--- config.mk ---
export PLATFORM = sky130hd
export DESIGN_NAME = icache_refill_ctrl
export DESIGN_NICKNAME = d
export VERILOG_FILES = /design/src/rtl/icache_refill_ctrl.sv
export SDC_FILE = /design/constraint.sdc
export NUM_CORES = 1
export LEC_CHECK = 0
export CORE_ASPECT_RATIO = 0.8
export CORE_MARGIN = 2
export CORE_UTILIZATION = 40
export CTS_CLUSTER_SIZE = 12
export DETAILED_ROUTE_END_ITERATION = 16
export PLACE_DENSITY_LB_ADDON = 0.05
export SYNTH_ARGS = -nofsm -noshare
export SYNTH_HDL_FRONTEND = slang
export SYNTH_SLANG_ARGS = --single-unit
export TNS_END_PERCENT = 5
--- constraint.sdc ---
create_clock -name clk -period 4.65 [get_ports clk]
set_input_delay 0.6975 -clock clk [delete_from_list [all_inputs] [get_ports clk]]
set_output_delay 0.6975 -clock clk [all_outputs]
set_load 0.05 [all_outputs]
--- src/rtl/icache_refill_ctrl.sv ---
// ============================================================================
// Module      : icache_refill_ctrl
// Description : I-cache fetch sequencer: lookup, line refill burst, word return.
//               Optional macro ICACHE_EARLY_RESTART_EN returns the critical word
//               as soon as it arrives instead of after the whole line.
// Revision    : 1.0 - initial release
// ============================================================================
`default_nettype none

module icache_refill_ctrl #(
  parameter int LINE_WORDS = 8,
  parameter int ADDR_W     = 32
) (
  input  logic              clk,
  input  logic              reset,
  input  logic              cpu_req_valid,
  input  logic [ADDR_W-1:0] cpu_req_addr,
  output logic              cpu_req_ready,
  output logic              cpu_rsp_valid,
  output logic [31:0]       cpu_rsp_data,
  output logic              lk_valid,
  output logic [ADDR_W-1:0] lk_addr,
  input  logic              lk_hit,
  input  logic [31:0]       lk_data,
  output logic              fill_we,
  output logic [ADDR_W-1:0] fill_addr,
  output logic [31:0]       fill_data,
  output logic              fill_last,
  output logic              mem_req_valid,
  output logic [ADDR_W-1:0] mem_req_addr,
  input  logic              mem_req_ready,
  input  logic              mem_rsp_valid,
  input  logic [31:0]       mem_rsp_data
);

  localparam int IDX_W = $clog2(LINE_WORDS);
  localparam int OFF   = IDX_W + 2;
  localparam logic [IDX_W-1:0] LAST_BEAT = IDX_W'(LINE_WORDS - 1);

  localparam logic [2:0] IDLE     = 3'd0;
  localparam logic [2:0] LOOKUP   = 3'd1;
  localparam logic [2:0] CHECK    = 3'd2;
  localparam logic [2:0] MISS_REQ = 3'd3;
  localparam logic [2:0] REFILL   = 3'd4;
  localparam logic [2:0] RESP     = 3'd5;

  logic [2:0]        state_q, state_d;
  logic [ADDR_W-1:0] addr_q, addr_d;
  logic [IDX_W-1:0]  beat_q, beat_d;
  logic [31:0]       rsp_data_q, rsp_data_d;
  logic              rsp_valid_q, rsp_valid_d;

  logic [ADDR_W-1:0] line_base;
  logic [IDX_W-1:0]  word_idx;
  logic              beat_fire;
  logic              beat_last;
  logic              beat_crit;

  assign line_base = {addr_q[ADDR_W-1:OFF], {OFF{1'b0}}};
  assign word_idx  = addr_q[OFF-1:2];
  assign beat_fire = (state_q == REFILL) && mem_rsp_valid;
  assign beat_last = beat_fire && (beat_q == LAST_BEAT);
  assign beat_crit = beat_fire && (beat_q == word_idx);

  // State register
  always_ff @(posedge clk or posedge reset) begin
    if (reset) begin
      state_q <= IDLE;
    end else begin
      state_q <= state_d;
    end
  end

  // Next-state logic
  always_comb begin
    state_d = state_q;
    case (state_q)
      IDLE:     if (cpu_req_valid) state_d = LOOKUP;
      LOOKUP:   state_d = CHECK;
      CHECK:    state_d = lk_hit ? RESP : MISS_REQ;
      MISS_REQ: if (mem_req_ready) state_d = REFILL;
      REFILL: begin
        if (beat_last) begin
`ifdef ICACHE_EARLY_RESTART_EN
          // A critical word in the last beat still needs the RESP slot.
          state_d = (word_idx == LAST_BEAT) ? RESP : IDLE;
`else
          state_d = RESP;
`endif
        end
      end
      RESP:     state_d = IDLE;
      default:  state_d = IDLE;
    endcase
  end

  // Datapath registers
  always_ff @(posedge clk or posedge reset) begin
    if (reset) begin
      addr_q      <= '0;
      beat_q      <= '0;
      rsp_data_q  <= '0;
      rsp_valid_q <= 1'b0;
    end else begin
      addr_q      <= addr_d;
      beat_q      <= beat_d;
      rsp_data_q  <= rsp_data_d;
      rsp_valid_q <= rsp_valid_d;
    end
  end

  always_comb begin
    addr_d     = addr_q;
    beat_d     = beat_q;
    rsp_data_d = rsp_data_q;
    if ((state_q == IDLE) && cpu_req_valid) addr_d = cpu_req_addr;
    if ((state_q == CHECK) && lk_hit) rsp_data_d = lk_data;
    if (state_q == MISS_REQ) beat_d = '0;
    if (beat_fire) beat_d = beat_q + 1'b1;
    if (beat_crit) rsp_data_d = mem_rsp_data;
`ifdef ICACHE_EARLY_RESTART_EN
    rsp_valid_d = (state_d == RESP) || (beat_crit && !beat_last);
`else
    rsp_valid_d = (state_d == RESP);
`endif
  end

  // Output decode; fill port is combinational from the incoming beat
  always_comb begin
    cpu_req_ready = (state_q == IDLE);
    cpu_rsp_valid = rsp_valid_q;
    cpu_rsp_data  = rsp_data_q;
    lk_valid      = (state_q == LOOKUP);
    lk_addr       = lk_valid ? addr_q : '0;
    mem_req_valid = (state_q == MISS_REQ);
    mem_req_addr  = mem_req_valid ? line_base : '0;
    fill_we       = beat_fire;
    fill_addr     = beat_fire ? {addr_q[ADDR_W-1:OFF], beat_q, 2'b00} : '0;
    fill_data     = beat_fire ? mem_rsp_data : '0;
    fill_last     = beat_last;
  end

endmodule

`default_nettype wire

Word level (Yosys, flattened, before mapping)
Cells that the tools add are included.
{"block": "word_totals", "out_inout_bits": 166, "in_bits": 102, "regBits": 71, "wordCells": 34}
{"block": "op_classes", "muxes": 13, "n_reduce_logical": 8, "n_eq_ne": 7, "n_addsub": 1}
{"operator": "$mux W32", "count": 6}
{"operator": "$mux W3", "count": 6}
{"operator": "$pmux W3 S5", "count": 1}
{"operator": "$eq A3 B3 Y1 const B", "count": 3}
{"operator": "$eq A3 B2 Y1 const B", "count": 2}
{"operator": "$logic_and A1 B1 Y1", "count": 5}
{"operator": "$reduce_bool A2 Y1", "count": 2}
{"operator": "$add A3 B1 Y3 const B", "count": 1}
{"operator": "$eq A3 B1 Y1 const B", "count": 1}
{"operator": "$eq A3 B3 Y1", "count": 1}
{"operator": "$logic_not A3 Y1", "count": 1}

Logic depth before layout (Yosys ltp)
{"block": "logic_depth", "word_depth": 6, "ltp_mapped": 6, "depth_no_buf": 4}

Worst setup path after synthesis
Ideal clock, no wire load.
{"block": "synth_timing", "path_kind": "in2out", "startpoint": "in mem_rsp_valid", "endpoint": "out fill_data[22]", "n_path_buf": 1, "required_ns": 3.953, "t_arrival_ns": 2.077, "setup_slack_ns": 1.876, "stages": 3, "cell_sequence": "and4bb_4 -> clkbuf_1 -> and2_1"}
{"block": "synth_between", "elab_chain_len": 2}
{"element": "start: declaration", "line_no": "32", "source": "input logic mem_rsp_valid,"}
{"element": "$logic_and A1 B1 Y1", "line_no": "61", "source": "assign beat_fire = (state_q == REFILL) && mem_rsp_valid;"}
{"element": "named net fill_we", "line_no": "25", "source": "output logic fill_we,"}
{"element": "$mux W32", "line_no": "139", "source": "fill_data = beat_fire ? mem_rsp_data : '0;"}
{"element": "end: declaration", "line_no": "27", "source": "output logic [31:0] fill_data,"}
The timed path passes the listed nets, and every way through them passes these cells.

Worst setup path after layout
{"block": "layout_timing", "startpoint": "in mem_rsp_valid", "endpoint": "out fill_last"}
{"block": "layout_between", "elab_chain_len": 2}
{"element": "$logic_and A1 B1 Y1", "line_no": "61"}
{"element": "$logic_and A1 B1 Y1", "line_no": "62", "source": "assign beat_last = beat_fire && (beat_q == LAST_BEAT);"}
{"element": "end: declaration", "line_no": "28", "source": "output logic fill_last,"}
Every way passes these cells.

==> run_results.csv <==
group,metric,value,unit
floorplan,start_util,40.88,%
drt,ant_nets,0,
place,place_ws,0.9002,ns
clock_tree,clkSlewWorstSetupHoldPaths,0.05,ns
setup_path,path_common_cell,"clkdlybuf4s50_1",
synth,synthesis.area,4187,um2
drt,route.vias.total,3443,
min_path,holdPathStages,1,
setup_path,ff2ff_path_depth,3,
clock_tree,root_buffer,"clkbuf_16",
synth,ys_ff_latch,71,
clock_tree,cts_resized,0,
floorplan,die_w,118.4,um
floorplan,die_y,95.51,um
sta,setup_viol,0,
layout,layout-drive-gt1-share,17.85,%
sta,period_minus_slack,3.696,ns
sta,post-route-period-util,79.49,%
layout,final_cells,745,
sta,fmax,0.2706,GHz
sta,final-hold-violation-count,0,
clock_tree,clock_path_buffers,2,
layout,final_cell_mix,"clkdlybuf4s50_1, and2_1, dfrtp_1, mux2_2, mux2_4",
power,power.density,675.6,nW/um2
clock_tree,cts_hold_buf,0,
clock_tree,cts.sinks,71,
place,dpl.hpwl,9052,um
setup_path,worstSetupPathType,"input pin to primary output",
synth,synthCells,355,
synth,synth_fa_ha_area_share,0.5977,%
sta,rsz0062_at_grt,"false",
floorplan,core_area,10240,um2
power,power.leakage,2.996,nW
place,portBuffers,260,
floorplan,dieArea,11310,um2
setup_path,cp.required,3.95,ns
power,p_total,0.004794,W
global_routing,grt_util_all_layers,21.00,%
sta,setup_ws,0.9539,ns
min_path,hold_path_class,"register to register",
global_routing,grt_pass1_vias,3462,
power,ir_drop,0.3269,mV
synth,synth_mux_area_share,29.05,%
global_routing,grt_pass1_wl,18370,um
setup_path,crit_path_top_delay_cell,"clkdlybuf4s50_1",
floorplan,io_pins,268,
layout,fin_nets,707,
synth,ys_seq_area_share,42.44,%
setup_path,reg2reg_slack,1.73,ns
setup_path,critical_path_arrival,3.00,ns
sta,tightest_slew,0.9445,ns
sta,relSlewSlack,37.03,%
layout,final_common_cell,"clkdlybuf4s50_1",
sta,skew,0.006842,ns
sta,setup_tns,0,ns
global_routing,grt_overflow_total,0,
clock_tree,cts_setup_buffers,0,
synth,synth-xor-area-share,0.6276,%
drt,vias_per_cell,4.621,
clock_tree,ctsHtreeMaxLevel,3,
sta,hold-worst-slack,0.5161,ns
synth,synth-simple-area-share,21.07,%
synth,syn_area_per_cell,11.79,um2
setup_path,cp_max_fo,69,
global_routing,antenna_found_initial,0,
drt,drc,0,
setup_path,path_buf_inv,3,
place,place_inst,732,
synth,synth_top_family_by_area,"multiplexers",
setup_path,critical_path.top_delay_family,"buffers and inverters",
setup_path,endpoint_kind,"primary output",
place,place_congestion,0.7076,
floorplan,rows,33,
layout,syn_to_final_growth,69.49,%
run,drv_cap,0,
synth,synth_cell_types,29,
clock_tree,clk_latency,0.33,ns
clock_tree,tritoncts,"yes",
run_status,status,"finished, final reports clean",
global_routing,grt_max_degree,70,
drt,routed_wl,12040,um
clock_tree,cts_buffers,9,
layout,antennaDiodeCount,0,
setup_path,start_kind,"input pin",
synth,ys_warn_count,0,
setup_path,crit_path_max_incr_delay,0.79,ns
drt,avgRoutedWirePerCell,16.16,um
synth,synth_compound_area_share,1.076,%
setup_path,worstSetupPathDepth,5,
drt,dr.pass1.iters,4,
drt,first_iter_violations,101,
sta,slew_viol_final,0,
setup_path,crit_chain,"clkdlybuf4s50_1, and4bb_4, nand2_1, inv_1, clkdlybuf4s50_1",
## synthesized netlist by cell type
library cell  count  area share [%]
dfrtp_1          71              42
inv_1             3            0.27
conb_1            1           0.090
a22o_1            2            0.42
mux2_1           12             3.2
nand4_4           1            0.51
nor2_1            3            0.27
buf_4            10             1.8
nor3b_2           1            0.30
and2_1          121              18
and4bb_4          1            0.39
mux2_4           30              11
mux2_2           56              15
nor3_1            1            0.12
nor4bb_1          1            0.24
ha_1              2            0.60
and3b_1           1            0.21
nand3_1           1            0.12
nor3b_1           1            0.18
or3_1             1            0.15
a22oi_1           2            0.36
clkbuf_1         12             1.1
a21boi_0          1            0.18
buf_2             7            0.84
nor2b_1           1            0.15
xnor2_1           3            0.63
nand2_1           4            0.36
buf_6             4             1.1
o21ai_0           1            0.12
## state kept, by name, summed over array words and instances (netlist names)
signal	count
addr_q	32
beat_q	3
cpu_rsp_data	32
cpu_rsp_valid	1
state_q	3
## final timing paths
check                              startpoint                to
worst max-delay path            mem_rsp_valid         fill_last
worst min-delay path                addr_q[0]         addr_q[0]
worst max register to register     state_q[0]  cpu_rsp_data[18]
worst min register to register      addr_q[0]         addr_q[0]
max in group asynchronous               reset  cpu_rsp_data[25]
min in group asynchronous               reset  cpu_rsp_data[18]
## stage by stage
stage          cell area [um2]  util, %
6_report                  7096    69.29
3_5_place_dp              6843    66.83
5_1_grt                   7096    69.29
4_1_cts                   7096    69.29
3_3_place_gp              6843    66.83
2_1_floorplan             4209        -
## final cells by class
class	count	area, um2
Clock buffer	11	242.7
Clock inverter	2	10.01
Sequential cell	71	1777
Multi-Input combinational cell	254	2247
Tap cell	140	175.2
Fill cell	805	3144
Inverter	3	11.26
Timing Repair Buffer	264	2633
## power by group
group          internal, W  switching (W)  total (W)
registers         0.000932       0.000237    0.00117
logic              0.00126        0.00177    0.00303
clock network     0.000364       0.000235   0.000599
## logic make-up after synthesis
kind of cell    after synthesis
other cells                   1
xor+xnor                      3
compound gates                6
mux                          98
simple gates                138
fa+ha+maj                     2
buf+inv                      36
flops                        71
## layer usage
metal	part of all wire, %	wire (um)	track usage (%)	up-vias
li1	-	-	-	1656
met1	41	4879	25.01	1629
met2	50	6037	36.46	146
met3	8.2	993	6.998	12
met4	1.1	130	6.448	0
met5	0	0	0	-
No activity file was read; power rests on OpenSTA's default activity.
